`config.mk`:
```
export PLATFORM = sky130hd
export DESIGN_NAME = ps2_arrow_decoder_flat
export DESIGN_NICKNAME = d
export VERILOG_FILES = /design/src/rtl/ps2_arrow_decoder_pkg.sv /design/src/rtl/ps2_arrow_decoder_if.sv /design/src/rtl/ps2_rx_watchdog.sv /design/src/rtl/ps2_arrow_decoder.sv /design/src/flat_wrapper.sv
export SDC_FILE = /design/constraint.sdc
export NUM_CORES = 1
export LEC_CHECK = 0
export CORE_MARGIN = 5
export CORE_UTILIZATION = 30
export CTS_CLUSTER_DIAMETER = 100
export DETAILED_ROUTE_END_ITERATION = 10
export DONT_BUFFER_PORTS = 1
export PLACE_DENSITY = 0.54
export SYNTH_ARGS = -nofsm -noshare
export SYNTH_HDL_FRONTEND = slang
export SYNTH_SLANG_ARGS = --single-unit
```
`constraint.sdc`:
```
create_clock -name Clock -period 3.5 [get_ports Clock]
set_clock_uncertainty 0.05 [all_clocks]
set_input_delay 0.525 -clock Clock [delete_from_list [all_inputs] [get_ports Clock]]
set_output_delay 0.525 -clock Clock [all_outputs]
set_load 0.03 [all_outputs]
```
`src/rtl/ps2_arrow_decoder_pkg.sv`:
```
// Shared PS/2 scan codes and parser state encoding for the arrow-key decoder and later PS/2 blocks.
package ps2_arrow_decoder_pkg;

  localparam logic [7:0] SC_EXT   = 8'hE0;
  localparam logic [7:0] SC_BRK   = 8'hF0;
  localparam logic [7:0] SC_PAUSE = 8'hE1;
  localparam logic [7:0] SC_UP    = 8'h75;
  localparam logic [7:0] SC_LEFT  = 8'h6B;
  localparam logic [7:0] SC_RIGHT = 8'h74;

  // Pause sends E1 followed by seven bytes that carry no make/break meaning.
  localparam logic [2:0] PauseTail = 3'd7;

  typedef enum logic [2:0] {
    StIdle   = 3'd0,
    StExt    = 3'd1,
    StBrk    = 3'd2,
    StExtBrk = 3'd3,
    StSkip   = 3'd4
  } ps2_state_e;

endpackage

```
`src/rtl/ps2_arrow_decoder_if.sv`:
```
// Byte stream from the PS/2 receiver in, steering commands and watchdog event out.
interface ps2_arrow_decoder_if;

  logic [7:0] rx_data;
  logic       rx_valid;
  logic       moveForward;
  logic       moveLeft;
  logic       moveRight;
  logic       timeout_evt;

  modport master (
    output rx_data, rx_valid,
    input  moveForward, moveLeft, moveRight, timeout_evt
  );

  modport slave (
    input  rx_data, rx_valid,
    output moveForward, moveLeft, moveRight, timeout_evt
  );

endinterface

```
`src/rtl/ps2_rx_watchdog.sv`:
```
// Idle counter for the PS/2 byte stream; flags the edge on which the idle limit is reached.
module ps2_rx_watchdog #(
  parameter int unsigned TIMEOUT_CYCLES = 50_000_000,
  parameter int unsigned CNT_W          = 26
) (
  input  logic Clock,
  input  logic Resetn,
  input  logic kick,
  input  logic armed,
  output logic fire,
  output logic expire
);

  localparam logic [CNT_W-1:0] Limit = CNT_W'(TIMEOUT_CYCLES - 1);

  logic [CNT_W-1:0] cnt_q, cnt_d;

  // expire is only true on the single edge that moves the counter onto the limit,
  // so a saturated counter cannot fire twice in one idle period.
  always_comb begin
    cnt_d  = cnt_q;
    expire = 1'b0;
    if (kick) begin
      cnt_d = '0;
    end else if (cnt_q != Limit) begin
      cnt_d  = cnt_q + CNT_W'(1);
      expire = (cnt_d == Limit);
    end
  end

  assign fire = expire & armed;

  always_ff @(posedge Clock or negedge Resetn) begin
    if (!Resetn) begin
      cnt_q <= '0;
    end else begin
      cnt_q <= cnt_d;
    end
  end

endmodule

```
`src/rtl/ps2_arrow_decoder.sv`:
```
// Decodes E0/F0 arrow-key make/break sequences into level-held steering commands.
module ps2_arrow_decoder
  import ps2_arrow_decoder_pkg::*;
#(
  parameter int unsigned TIMEOUT_CYCLES = 50_000_000,
  parameter int unsigned CNT_W          = 26
) (
  input  logic                Clock,
  input  logic                Resetn,
  input  logic                Start,
  ps2_arrow_decoder_if.slave  ps2
);

  ps2_state_e state_q, state_d;
  logic [2:0] skip_q, skip_d;
  logic       up_q, up_d, left_q, left_d, right_q, right_d;
  logic       fwd_q, lft_q, rgt_q, evt_q;
  logic       wd_fire, wd_expire;

  ps2_rx_watchdog #(
    .TIMEOUT_CYCLES (TIMEOUT_CYCLES),
    .CNT_W          (CNT_W)
  ) u_watchdog (
    .Clock  (Clock),
    .Resetn (Resetn),
    .kick   (ps2.rx_valid),
    .armed  (up_q | left_q | right_q),
    .fire   (wd_fire),
    .expire (wd_expire)
  );

  always_comb begin
    state_d = state_q;
    skip_d  = skip_q;
    up_d    = up_q;
    left_d  = left_q;
    right_d = right_q;
    // An incoming byte always takes priority over the idle watchdog.
    if (ps2.rx_valid) begin
      case (state_q)
        StIdle: begin
          if (ps2.rx_data == SC_EXT) begin
            state_d = StExt;
          end else if (ps2.rx_data == SC_BRK) begin
            state_d = StBrk;
          end else if (ps2.rx_data == SC_PAUSE) begin
            state_d = StSkip;
            skip_d  = PauseTail;
          end
        end
        StExt: begin
          state_d = StIdle;
          if (ps2.rx_data == SC_BRK) begin
            state_d = StExtBrk;
          end else if (Start) begin
            if (ps2.rx_data == SC_UP)    up_d    = 1'b1;
            if (ps2.rx_data == SC_LEFT)  left_d  = 1'b1;
            if (ps2.rx_data == SC_RIGHT) right_d = 1'b1;
          end
        end
        StExtBrk: begin
          state_d = StIdle;
          if (ps2.rx_data == SC_UP)    up_d    = 1'b0;
          if (ps2.rx_data == SC_LEFT)  left_d  = 1'b0;
          if (ps2.rx_data == SC_RIGHT) right_d = 1'b0;
        end
        StSkip: begin
          skip_d = skip_q - 3'd1;
          if (skip_q == 3'd1) state_d = StIdle;
        end
        default: state_d = StIdle;
      endcase
    end else if (wd_expire) begin
      state_d = StIdle;
      up_d    = 1'b0;
      left_d  = 1'b0;
      right_d = 1'b0;
    end
    if (!Start) begin
      up_d    = 1'b0;
      left_d  = 1'b0;
      right_d = 1'b0;
    end
  end

  always_ff @(posedge Clock or negedge Resetn) begin
    if (!Resetn) begin
      state_q <= StIdle;
      skip_q  <= '0;
      up_q    <= 1'b0;
      left_q  <= 1'b0;
      right_q <= 1'b0;
      fwd_q   <= 1'b0;
      lft_q   <= 1'b0;
      rgt_q   <= 1'b0;
      evt_q   <= 1'b0;
    end else begin
      state_q <= state_d;
      skip_q  <= skip_d;
      up_q    <= up_d;
      left_q  <= left_d;
      right_q <= right_d;
      // Gating with Start drops commands on the first edge after the game is disabled.
      fwd_q   <= Start & up_q;
      lft_q   <= Start & left_q & ~right_q;
      rgt_q   <= Start & right_q & ~left_q;
      evt_q   <= wd_fire;
    end
  end

  assign ps2.moveForward = fwd_q;
  assign ps2.moveLeft    = lft_q;
  assign ps2.moveRight   = rgt_q;
  assign ps2.timeout_evt = evt_q;

endmodule

```
`src/flat_wrapper.sv`:
```
// flat-port wrapper written by rule: the top's interface ports become plain ports
module ps2_arrow_decoder_flat import ps2_arrow_decoder_pkg::*;
#(
  parameter int unsigned TIMEOUT_CYCLES = 50_000_000,
  parameter int unsigned CNT_W          = 26
)
  (Clock, Resetn, Start, ps2_rx_data, ps2_rx_valid, ps2_moveForward, ps2_moveLeft, ps2_moveRight, ps2_timeout_evt);
  ps2_arrow_decoder_if ps2_i ();
  input  logic Clock;
  input  logic Resetn;
  input  logic Start;
  input wire logic [$bits(ps2_i.rx_data)-1:0] ps2_rx_data;
  input wire logic [$bits(ps2_i.rx_valid)-1:0] ps2_rx_valid;
  output wire logic [$bits(ps2_i.moveForward)-1:0] ps2_moveForward;
  output wire logic [$bits(ps2_i.moveLeft)-1:0] ps2_moveLeft;
  output wire logic [$bits(ps2_i.moveRight)-1:0] ps2_moveRight;
  output wire logic [$bits(ps2_i.timeout_evt)-1:0] ps2_timeout_evt;
  assign ps2_i.rx_data = ps2_rx_data;
  assign ps2_i.rx_valid = ps2_rx_valid;
  assign ps2_moveForward = ps2_i.moveForward;
  assign ps2_moveLeft = ps2_i.moveLeft;
  assign ps2_moveRight = ps2_i.moveRight;
  assign ps2_timeout_evt = ps2_i.timeout_evt;
  ps2_arrow_decoder #(.TIMEOUT_CYCLES(TIMEOUT_CYCLES), .CNT_W(CNT_W)) u_core (.Clock(Clock), .Resetn(Resetn), .Start(Start), .ps2(ps2_i));
endmodule
```
==> flow_summary.json <==
{
  "setup_violations": 0,
  "critPathLaunchType": "flip-flop",
  "numPortBuffers": 0,
  "clkLatencyLatePin_ns": 0.30,
  "r2r_cells": 8,
  "place_congestion": 0.794,
  "hold_violations": 0,
  "die_area_mm2": 0.00954,
  "fin_setup_tns_ns": 0,
  "initial_core_util_pct": 30.3,
  "grt_first_pass_wirelength_um": 9190,
  "clock-sinks": 39,
  "synth_cells": 261,
  "grt_start_max_net_pins": 40,
  "yosysWarnings": 0,
  "die_w_um": 97.7,
  "cts_buffer_depth": 2,
  "overflow": 0,
  "fin_crit_sh_pct": 90.1,
  "die_y_um": 97.7,
  "rows": 32,
  "p_leak_nw": 0.978,
  "cap_violations": 0,
  "diodes": 0,
  "synth_nets": 277,
  "fin_cells": 364,
  "io_pins": 16,
  "crit_fanout": 7,
  "vias_per_cell": 5.23,
  "fin_nets": 277,
  "r2r_end": "u_core.up_q$_DFFE_PN0P_",
  "synth_area_leader_cell": "dfrtp_1",
  "seq_area_frac_synth_pct": 42.3,
  "final_util_pct": 33.0,
  "ys.flop_type": "dfrtp_1",
  "slew_headroom_pct": 41.5,
  "place_ws_ns": 0.353,
  "r2r_slack_ns": 0.35,
  "wl_per_cell_um": 14.5,
  "synth.distinct_cells": 45,
  "final_common_cell": "nor2_1",
  "core_area_mm2": 0.00761,
  "place_hpwl_um": 3840,
  "tightest_slew_ns": 0.869,
  "cts_root_buffer": "clkbuf_8",
  "synthTopCellsByArea": "dfrtp_1 42%, nor2_1 6.5%, xnor2_1 5.3%",
  "arrival_ns": 3.29,
  "routed_wl_um": 5270,
  "ys_ff_latch": 39,
  "cts_setup_buffers": 0,
  "path_buf_inv": 0,
  "drtIter0Drc": 100,
  "cts_tree": "done",
  "hp-class": "in2async",
  "gr-usage-all-layers_pct": 11.8,
  "drive_above_1_share_pct": 7.25,
  "cp_data_required_time_ns": 3.63,
  "rsz0062_at_grt": "no",
  "cpMaxStageDelayCell": "or4b_2",
  "fin_crit_ns": 3.15,
  "cp_cell_sequence": "ha_1, nand4_1, or4_1, nor3_1, xor2_1, or4b_2, nor3_4, o21ai_1",
  "ctsResizeCount": 0,
  "antenna_found_initial": 0,
  "vias": 1904,
  "grt_pass1_vias": 1897,
  "p_per_area_mw_per_mm2": 338,
  "status": "finished clean",
  "cts_buffers": 5,
  "drv_slew": 0,
  "synth.avg_cell_area_um2": 8.84,
  "synth_edf_count": 0,
  "max_stage_delay_ns": 0.74,
  "dr.pass1.iters": 4,
  "crit_type": "reg2reg",
  "drc": 0,
  "dp_cells": 355,
  "synthArstFlopShare_pct": 100,
  "clock.fmax_mhz": 317,
  "synth_top_cell_area_share_pct": 42.3,
  "critPathTopFamily": "simple AND/OR/NAND/NOR gates",
  "ant_nets": 0,
  "r2r-start": "u_core.u_watchdog.cnt_q[0]$_DFFE_PN0P_",
  "htree_levels": 2,
  "syn_area_mm2": 0.00231,
  "end_kind": "flip-flop",
  "timing.final.ws_setup_ns": 0.346,
  "irDropWorstVdd_uv": 157,
  "syn2layout_area_growth_pct": 8.79,
  "mostFrequentLayoutCells": "40 x nor2_1, 39 x dfrtp_1, 22 x nand2_1, 15 x nand3_1, 14 x xnor2_1",
  "path_clk_slew_ns": 0.08
}
==> power by group <==
group	leakage, nW	internal, mW	switching, mW
sequential	0.528	0.467	0.0139
combinational	0.409	0.0281	0.0386
clock	0.0412	0.139	0.162
total	0.978	0.634	0.214
==> stage by stage <==
| step | hold slack [ns] | power, mW | instance area (um2) |
|---|---|---|---|
| 2_1_floorplan | 0.179 | 0.536 | 2310 |
| 5_1_grt | 0.0163 | 0.902 | 2510 |
| 3_5_place_dp | 0.181 | 0.546 | 2400 |
| 3_3_place_gp | 0.181 | 0.544 | 2400 |
| 4_1_cts | 0.0118 | 0.862 | 2510 |
| 6_report | 0.0122 | 0.848 | 2510 |
==> registers in the layout (all words and copies together) (netlist names) <==
name,flops
u_core.right_q,1
u_core.ps2.moveRight,1
u_core.ps2.moveForward,1
u_core.ps2.moveLeft,1
u_core.left_q,1
u_core.skip_q,3
u_core.u_watchdog.cnt_q,26
u_core.up_q,1
u_core.ps2.timeout_evt,1
u_core.state_q,3
==> synthesized netlist by cell type, drive strengths merged (9+ instances only) <==
library cell	n
nor2	40
dfrtp	39
nand2	22
nand3	16
xnor2	14
nand4	12
a21oi	11
nor3	11
inv	10
xor2	10
nor4	9
o21ai	9
==> what timing repair did <==
item | CTS | global route
hold buffers | 1 | 0
setup endpoints to repair | 0 | 0
endpoints found under the hold margin | 39 | 0
==> how the worst max path moves through the flow <==
stage,from,to,slack [ns],cells past startpoint
global placement,u_core.u_watchdog.cnt_q[0]$_DFFE_PN0P_,u_core.right_q$_DFFE_PN0P_,0.38,8
detailed placement,u_core.u_watchdog.cnt_q[0]$_DFFE_PN0P_,u_core.state_q[1]$_DFFE_PN0P_,0.35,8
CTS,u_core.u_watchdog.cnt_q[0]$_DFFE_PN0P_,u_core.up_q$_DFFE_PN0P_,0.35,8
floorplan,u_core.u_watchdog.cnt_q[0]$_DFFE_PN0P_,u_core.left_q$_DFFE_PN0P_,0.47,9
finish,u_core.u_watchdog.cnt_q[0]$_DFFE_PN0P_,u_core.up_q$_DFFE_PN0P_,0.35,8
global route,u_core.u_watchdog.cnt_q[0]$_DFFE_PN0P_,u_core.up_q$_DFFE_PN0P_,0.17,8
==> cell type report <==
type,instances,area (um2)
fill,827,5100
multi-input combinational,203,1250
sequential,39,976
tap,102,128
clock buffer,6,72.6
inverter,10,37.5
timing repair buffer,2,27.5
clock inverter,2,12.5
==> routing by layer <==
metal | global-route usage, % | vias to the layer above | wire length, um
met3 | 3.09 | 10 | 286
li1 | - | 926 | -
met1 | 16.3 | 925 | 2600
met2 | 17.4 | 43 | 2280
met4 | 5.22 | 0 | 106
met5 | 0 | - | 0
==> kinds of logic after synthesis <==
kind of cell / after synthesis / share of synthesized area, %
buffers and inverters: 19 / 3.26
AND/OR/NAND/NOR: 138 / 32.6
flip-flops: 39 / 42.3
adder cells (fa/ha/maj): 4 / 2.17
XOR/XNOR: 24 / 9.12
multiplexers: 4 / 1.79
AO/OA/AOI/OAI: 33 / 8.74
Power figures use the tool's default switching activity.
